**src/rtl/inst_fetch_ctrl_if.sv**
```systemverilog
// Fetch-side bus: instruction memory port, decode handshake and execute redirect.
// The master modport belongs to the fetch controller.
interface inst_fetch_ctrl_if #(
    parameter int ADDR_W = 5,
    parameter int PC_W   = 32
);
    logic [ADDR_W-1:0] imem_addr;
    logic [31:0]       imem_data;
    logic              if_valid;
    logic              if_ready;
    logic [31:0]       if_insn;
    logic [PC_W-1:0]   if_pc;
    logic              redirect;
    logic [PC_W-1:0]   redirect_pc;

    modport master (
        output imem_addr, if_valid, if_insn, if_pc,
        input  imem_data, if_ready, redirect, redirect_pc
    );

    modport slave (
        input  imem_addr, if_valid, if_insn, if_pc,
        output imem_data, if_ready, redirect, redirect_pc
    );
endinterface

```
**src/rtl/inst_fetch_ctrl.sv**
```systemverilog
// Instruction fetch sequencer: owns the PC, registers one instruction for decode,
// handles branch redirects and stops after the last program word.
//
//   state   | meaning
//   --------+-------------------------------------------------------------
//   S_IDLE  | after reset, waiting for start
//   S_RUN   | fetching one word per cycle while decode keeps up
//   S_DRAIN | last word loaded, waiting for decode to take it
//   S_HALT  | program finished, start reruns it
//   S_ERR   | bad redirect target seen, stuck until reset
module inst_fetch_ctrl #(
    parameter int ADDR_W    = 5,
    parameter int PC_W      = 32,
    parameter int RESET_PC  = 0,
    parameter int LAST_WORD = 12
) (
    input  logic                clk,
    input  logic                rst_n,
    input  logic                start_i,
    inst_fetch_ctrl_if.master   bus,
    output logic                busy_o,
    output logic                halted_o,
    output logic                err_o
);
    typedef enum logic [2:0] {
        S_IDLE  = 3'd0,
        S_RUN   = 3'd1,
        S_DRAIN = 3'd2,
        S_HALT  = 3'd3,
        S_ERR   = 3'd4
    } state_t;

    localparam logic [PC_W-1:0] RESET_PC_V  = PC_W'(RESET_PC);
    localparam logic [PC_W-3:0] LAST_WORD_V = (PC_W-2)'(LAST_WORD);

    state_t            state_q, state_d;
    logic [PC_W-1:0]   pc_q, pc_d;
    logic              valid_q, valid_d;
    logic [31:0]       insn_q, insn_d;
    logic [PC_W-1:0]   ifpc_q, ifpc_d;

    logic              target_ok;
    logic              load;

    // A target must be word aligned and land inside the program image.
    assign target_ok = (bus.redirect_pc[1:0] == 2'b00) &&
                       (bus.redirect_pc[PC_W-1:2] <= LAST_WORD_V);
    assign load      = (state_q == S_RUN) && (!valid_q || bus.if_ready) && !bus.redirect;

    always_ff @(posedge clk or negedge rst_n) begin
        if (!rst_n) begin
            state_q <= S_IDLE;
            pc_q    <= RESET_PC_V;
            valid_q <= 1'b0;
            insn_q  <= '0;
            ifpc_q  <= '0;
        end else begin
            state_q <= state_d;
            pc_q    <= pc_d;
            valid_q <= valid_d;
            insn_q  <= insn_d;
            ifpc_q  <= ifpc_d;
        end
    end

    always_comb begin
        state_d = state_q;
        pc_d    = pc_q;
        valid_d = valid_q;
        insn_d  = insn_q;
        ifpc_d  = ifpc_q;
        case (state_q)
            S_IDLE, S_HALT: begin
                if (start_i) begin
                    pc_d    = RESET_PC_V;
                    state_d = S_RUN;
                end
            end
            S_RUN, S_DRAIN: begin
                if (bus.redirect) begin
                    valid_d = 1'b0;
                    if (target_ok) begin
                        pc_d    = bus.redirect_pc;
                        state_d = S_RUN;
                    end else begin
                        state_d = S_ERR;
                    end
                end else if (state_q == S_RUN) begin
                    if (load) begin
                        insn_d  = bus.imem_data;
                        ifpc_d  = pc_q;
                        valid_d = 1'b1;
                        pc_d    = pc_q + PC_W'(4);
                        if (pc_q[PC_W-1:2] == LAST_WORD_V) begin
                            state_d = S_DRAIN;
                        end
                    end
                end else if (!valid_q || bus.if_ready) begin
                    valid_d = 1'b0;
                    state_d = S_HALT;
                end
            end
            S_ERR: begin
                valid_d = 1'b0;
            end
            default: begin
                state_d = S_ERR;
                valid_d = 1'b0;
            end
        endcase
    end

    assign bus.imem_addr = pc_q[ADDR_W+1:2];
    assign bus.if_valid  = valid_q;
    assign bus.if_insn   = insn_q;
    assign bus.if_pc     = ifpc_q;
    assign busy_o        = (state_q == S_RUN) || (state_q == S_DRAIN);
    assign halted_o      = (state_q == S_HALT);
    assign err_o         = (state_q == S_ERR);
endmodule
```
**src/flat_wrapper.sv**
```systemverilog
// flat-port wrapper written by rule: the top's interface ports become plain ports
module inst_fetch_ctrl_flat 
#(
    parameter int ADDR_W    = 5,
    parameter int PC_W      = 32,
    parameter int RESET_PC  = 0,
    parameter int LAST_WORD = 12
)
  (clk, rst_n, start_i, busy_o, halted_o, err_o, bus_imem_addr, bus_if_valid, bus_if_insn, bus_if_pc, bus_imem_data, bus_if_ready, bus_redirect, bus_redirect_pc);
  inst_fetch_ctrl_if #(.ADDR_W(ADDR_W), .PC_W(PC_W)) bus_i ();
  input  logic clk;
  input  logic rst_n;
  input  logic start_i;
  output logic busy_o;
  output logic halted_o;
  output logic err_o;
  output wire logic [$bits(bus_i.imem_addr)-1:0] bus_imem_addr;
  output wire logic [$bits(bus_i.if_valid)-1:0] bus_if_valid;
  output wire logic [$bits(bus_i.if_insn)-1:0] bus_if_insn;
  output wire logic [$bits(bus_i.if_pc)-1:0] bus_if_pc;
  input wire logic [$bits(bus_i.imem_data)-1:0] bus_imem_data;
  input wire logic [$bits(bus_i.if_ready)-1:0] bus_if_ready;
  input wire logic [$bits(bus_i.redirect)-1:0] bus_redirect;
  input wire logic [$bits(bus_i.redirect_pc)-1:0] bus_redirect_pc;
  assign bus_imem_addr = bus_i.imem_addr;
  assign bus_if_valid = bus_i.if_valid;
  assign bus_if_insn = bus_i.if_insn;
  assign bus_if_pc = bus_i.if_pc;
  assign bus_i.imem_data = bus_imem_data;
  assign bus_i.if_ready = bus_if_ready;
  assign bus_i.redirect = bus_redirect;
  assign bus_i.redirect_pc = bus_redirect_pc;
  inst_fetch_ctrl #(.ADDR_W(ADDR_W), .PC_W(PC_W), .RESET_PC(RESET_PC), .LAST_WORD(LAST_WORD)) u_core (.clk(clk), .rst_n(rst_n), .start_i(start_i), .bus(bus_i), .busy_o(busy_o), .halted_o(halted_o), .err_o(err_o));
endmodule
```
**config.mk**
```make
export PLATFORM = sky130hd
export DESIGN_NAME = inst_fetch_ctrl_flat
export DESIGN_NICKNAME = d
export VERILOG_FILES = /design/src/rtl/inst_fetch_ctrl_if.sv /design/src/rtl/inst_fetch_ctrl.sv /design/src/flat_wrapper.sv
export SDC_FILE = /design/constraint.sdc
export NUM_CORES = 1
export LEC_CHECK = 0
export BUFFER_PORTS_ARGS = -buffer_cell sky130_fd_sc_hd__buf_2
export CORE_MARGIN = 10
export CORE_UTILIZATION = 50
export DETAILED_ROUTE_END_ITERATION = 10
export GPL_TIMING_DRIVEN = 0
export HOLD_SLACK_MARGIN = 0.12
export PLACE_DENSITY = 0.89
export SYNTH_ARGS = -nofsm -noshare
export SYNTH_HDL_FRONTEND = slang
export SYNTH_SLANG_ARGS = --single-unit
export TNS_END_PERCENT = 5
```
**constraint.sdc**
```tcl
create_clock -name clk -period 2.1 [get_ports clk]
set_input_delay 0.42 -clock clk [delete_from_list [all_inputs] [get_ports clk]]
set_output_delay 0.42 -clock clk [all_outputs]
set_load 0.005 [all_outputs]
```
==> results.py <==
metrics = {
    "status": {
        "outcome": "finished, final reports clean",
    },
    "synthesis": {
        "synthDominantAreaCellType": "sky130_fd_sc_hd__dfrtp_1",
        "postSynthNetCount": 634,
        "synth_seq_area_share": 0.517,
        "muxShareOfSynthArea": 0.00852,
        "yosys.area_share.simple": 0.301,
        "ys.flop_type": "sky130_fd_sc_hd__dfrtp_1",
        "mean_syn_cell_area_um2": 8.61,
        "yosys_register_bits": 100,
        "number_of_synthesized_flops_with_an_enable_pin": 0,
        "synth-xor-area-share": 0.00181,
        "largest_family_of_logic_cells_by_synthesized_area": "simple AND/OR/NAND/NOR gates",
        "compound_gate_fraction_of_synth_area": 0.123,
        "post_synth_num_cell_types": 58,
        "synth-adder-area-share": 0.00517,
        "post-synth-top-area-fraction": 0.517,
        "yosys_warnings": 0,
        "async_flop_share": 1.00,
        "combined_area_of_all_synthesized_cells_um2": 4840,
        "top_post_synthesis_cells_by_area": "sky130_fd_sc_hd__dfrtp_1 52%, sky130_fd_sc_hd__nand2_1 17%, sky130_fd_sc_hd__nor4_1 2.3%, sky130_fd_sc_hd__nor2_1 1.8%, sky130_fd_sc_hd__a31oi_1 1.5%",
        "synthesis.instances": 563,
    },
    "sta": {
        "accumulated_negative_setup_slack_ns": 0,
        "finalHoldViolations": 0,
        "min_period_ns": 2.05,
        "worst_clock_skew_ns": 0.0150,
        "count_of_pins_over_their_slew_limit": 0,
        "worst_hold_slack_ns": 0.226,
        "finalCritPeriodShare": 0.976,
        "timing.fmax_ghz": 0.488,
        "worst_slew_pin_slew_ns": 0.591,
        "report.final.setup_viol": 0,
        "grt_setup_unrepaired": "true",
        "finalWorstSetupSlack_ns": 0.0511,
        "slew_headroom": 0.606,
    },
    "cts": {
        "tritoncts": "yes",
        "htree_num_levels": 3,
        "clkLatencyLatePin_ns": 0.38,
        "cts_buffers": 9,
        "cts.path.max_buffers": 2,
        "cts_num_sinks": 100,
        "clock_tree.root_cell": "sky130_fd_sc_hd__clkbuf_8",
        "cts.clk_slew.worst_paths_ns": 0.10,
    },
    "power": {
        "combPwrFrac": 0.050,
        "p_seq_frac": 0.602,
        "powerDensity_nw_per_um2": 533,
        "peakVddDrop_uv": 254,
        "share_clk_of_total_power": 0.348,
        "total_power_mw": 3.22,
        "switching_share": 0.242,
        "switchingPower_mw": 0.777,
        "p_int_mw": 2.44,
        "power.leakage_nw": 3.31,
    },
    "global_route": {
        "first_global_vias": 4718,
        "grtUsageTotal": 0.193,
        "grt_antenna_before_repair": 0,
        "grt_pass1_wl_um": 22900,
        "largest_net_degree_at_the_start_of_global_routing": 67,
        "globalRouteOverflowTotal": 0,
    },
    "routing": {
        "ant_nets": 0,
        "post-route-drc-count": 0,
        "num_vias": 4699,
        "avgViaCountPerCell": 5.52,
        "detail_route.wirelength_um": 13800,
        "wire_per_inst_um": 16.2,
        "detailedRoute.firstIterationViolations": 387,
        "detailedRoute.firstPassIterationCount": 5,
    },
    "placement": {
        "placed_cells": 834,
        "buffer_ports.inserted": 141,
        "detailedPlacementHpwl_um": 10500,
        "pre_cts_ws_ns": -0.406,
        "placed_cell_area_um2": 5740,
        "gp_routability_congestion": 0.893,
    },
    "die": {
        "design.die.area_um2": 14000,
        "boundaryPins": 142,
        "die_h_um": 118,
        "initial_core_utilization": 0.519,
        "rows": 35,
        "die_width_um": 118,
        "core_area_um2": 9330,
    },
    "finish": {
        "synthToLayoutAreaGrowth_pct": 24.7,
        "share_of_post_route_cells_with_drive_strength_above_1": 0.296,
        "final_cell_utilization_of_the_core": 0.647,
        "final_design_area_no_fill_um2": 6040,
        "stdcell_count": 851,
        "nNetsFinal": 788,
        "insertedDiodeCount": 0,
    },
    "critical_path": {
        "critical-path-top-delay-family": "simple AND/OR/NAND/NOR gates",
        "cp_data_required_time_ns": 2.38,
        "worst-path-buf-inv": 1,
        "worst-setup-path-type": "reg2reg",
        "worstPathCellList": "buf_2 -> nand2_1 -> or4_4 -> o311ai_1 -> o31ai_2 -> a21o_1",
        "timing.critical_path.to_type": "flip-flop",
        "cp_max_fo": 8,
        "worstPathArrival_ns": 2.33,
        "cell_with_the_biggest_individual_delay_on_the_critical_path": "sky130_fd_sc_hd__or4_4",
        "setup.worst_path.start_class": "flip-flop",
        "critPathMaxStageDelay_ns": 0.58,
        "r2r_slack_ns": 0.05,
    },
    "flow_run": {
        "maxCapViolations": 0,
    },
    "hold_path": {
        "min-delay-path-class": "in2reg",
    },
}
## final timing paths
kind,depth (start not counted),from,end
setup / recovery,6,u_core.pc_q[5]$_DFFE_PN0P_,u_core.pc_q[25]$_DFFE_PN0P_
hold / removal,3,bus_imem_data[2],u_core.bus.if_insn[2]$_DFFE_PN0P_
setup reg to reg,6,u_core.pc_q[5]$_DFFE_PN0P_,u_core.pc_q[25]$_DFFE_PN0P_
hold reg to reg,2,u_core.bus.if_insn[8]$_DFFE_PN0P_,u_core.bus.if_insn[8]$_DFFE_PN0P_
max in group asynchronous,3,rst_n,u_core.bus.if_pc[19]$_DFFE_PN0P_
min in group asynchronous,2,rst_n,u_core.bus.if_insn[14]$_DFFE_PN0P_
## power groups by stage
stage | logic (mW) | clock network, mW | registers (mW)
CTS | 0.162 | 1.14 | 1.94
global placement | 0.146 | 0 | 1.97
floorplan | 0.0359 | 0 | 1.97
detailed placement | 0.159 | 0 | 1.97
global route | 0.181 | 1.22 | 1.94
finish | 0.161 | 1.12 | 1.94
## cells in the mapped netlist, types with 2 or more instances
master / number
sky130_fd_sc_hd__buf_1: 4
sky130_fd_sc_hd__o311ai_0: 3
sky130_fd_sc_hd__nand3_1: 8
sky130_fd_sc_hd__mux2i_1: 3
sky130_fd_sc_hd__nor2b_1: 2
sky130_fd_sc_hd__a21boi_0: 2
sky130_fd_sc_hd__or3_1: 3
sky130_fd_sc_hd__a31oi_1: 12
sky130_fd_sc_hd__a211o_1: 6
sky130_fd_sc_hd__dfrtp_1: 100
sky130_fd_sc_hd__o31ai_1: 2
sky130_fd_sc_hd__a221o_1: 5
sky130_fd_sc_hd__o21ai_0: 14
sky130_fd_sc_hd__o22a_1: 3
sky130_fd_sc_hd__or2_2: 3
sky130_fd_sc_hd__clkbuf_1: 19
sky130_fd_sc_hd__o211a_1: 3
sky130_fd_sc_hd__o21a_1: 2
sky130_fd_sc_hd__and4_1: 3
sky130_fd_sc_hd__clkbuf_2: 3
sky130_fd_sc_hd__nand4_1: 12
sky130_fd_sc_hd__nor2_1: 23
sky130_fd_sc_hd__inv_1: 10
sky130_fd_sc_hd__and3_1: 4
sky130_fd_sc_hd__and2_1: 2
sky130_fd_sc_hd__buf_2: 7
sky130_fd_sc_hd__nor4b_1: 2
sky130_fd_sc_hd__buf_4: 5
sky130_fd_sc_hd__a21o_1: 4
sky130_fd_sc_hd__nand2_1: 223
sky130_fd_sc_hd__a21oi_1: 9
sky130_fd_sc_hd__nand2b_1: 4
sky130_fd_sc_hd__nor3_1: 15
sky130_fd_sc_hd__nor4_1: 18
sky130_fd_sc_hd__ha_1: 2
## layout make-up
class / instances / area (um^2)
Timing Repair Buffer: 144 / 753
Fill cell: 808 / 3290
Clock inverter: 5 / 37.5
Multi-Input combinational cell: 415 / 2220
Buffer: 37 / 190
Tap cell: 129 / 161
Clock buffer: 11 / 131
Sequential cell: 100 / 2510
Inverter: 10 / 37.5
## logic make-up after synthesis
group                      count (synthesis)
and+or+nand+nor                          329
adders and majority gates                  2
AOI/OAI and AO/OA                         79
muxes                                      4
DFF                                      100
xor gates and xnor gates                   1
buffers and inverters                     48
## cells in the final DEF, fill, tap and decap left out, types with 3 or more instances in the layout
cell                         n
sky130_fd_sc_hd__clkbuf_1   13
sky130_fd_sc_hd__clkbuf_8    9
sky130_fd_sc_hd__a21o_1      4
sky130_fd_sc_hd__dfrtp_1    94
sky130_fd_sc_hd__nand3_1     7
sky130_fd_sc_hd__dfrtp_2     6
sky130_fd_sc_hd__and3_1      3
sky130_fd_sc_hd__buf_2     149
sky130_fd_sc_hd__nor3_2      3
sky130_fd_sc_hd__a21oi_1     9
sky130_fd_sc_hd__or3_1       3
sky130_fd_sc_hd__and4_1      3
sky130_fd_sc_hd__mux2i_1     3
sky130_fd_sc_hd__nor4_1     17
sky130_fd_sc_hd__nand2_1   223
sky130_fd_sc_hd__buf_4       7
sky130_fd_sc_hd__o22a_1      3
sky130_fd_sc_hd__a31oi_1    12
sky130_fd_sc_hd__a221o_1     5
sky130_fd_sc_hd__a211o_1     6
sky130_fd_sc_hd__nor2_1     22
sky130_fd_sc_hd__nor3_1     12
sky130_fd_sc_hd__o21ai_0    14
sky130_fd_sc_hd__clkbuf_2    8
sky130_fd_sc_hd__nand4_1    12
sky130_fd_sc_hd__o211a_1     3
sky130_fd_sc_hd__inv_1       9
sky130_fd_sc_hd__nand2b_1    4
## tightest hold or removal path, cell delays in order
cell and delay, ns:
sky130_fd_sc_hd__buf_2 0.07, sky130_fd_sc_hd__nand2_1 0.04, sky130_fd_sc_hd__nand2_1 0.05
## sequential cells by signal (all words and copies together) (netlist names)
| register | flops |
|---|---|
| u_core.bus.if_insn | 32 |
| u_core.bus.if_pc | 32 |
| u_core.bus.if_valid | 1 |
| u_core.pc_q | 32 |
| u_core.state_q | 3 |
## repair_timing
action / 4_1_cts / 5_1_grt
pin swaps: 2 / 3
gates resized for setup: 13 / 28
setup endpoints to repair: 69 / 81
hold endpoints to repair: 34 / 0
buffers inserted: 0 / 1
hold buffers: 1 / 0
## per-layer routing
layer / wire length (um) / share of wire / vias up / global-route usage
met4: 172 / 0.012 / 0 / 0.0565
li1: - / - / 2240 / -
met5: 0 / 0 / - / 0
met2: 6620 / 0.48 / 191 / 0.316
met1: 5850 / 0.42 / 2253 / 0.243
met3: 1170 / 0.085 / 15 / 0.0552
Note: power is estimated with default switching activity, not from simulation.
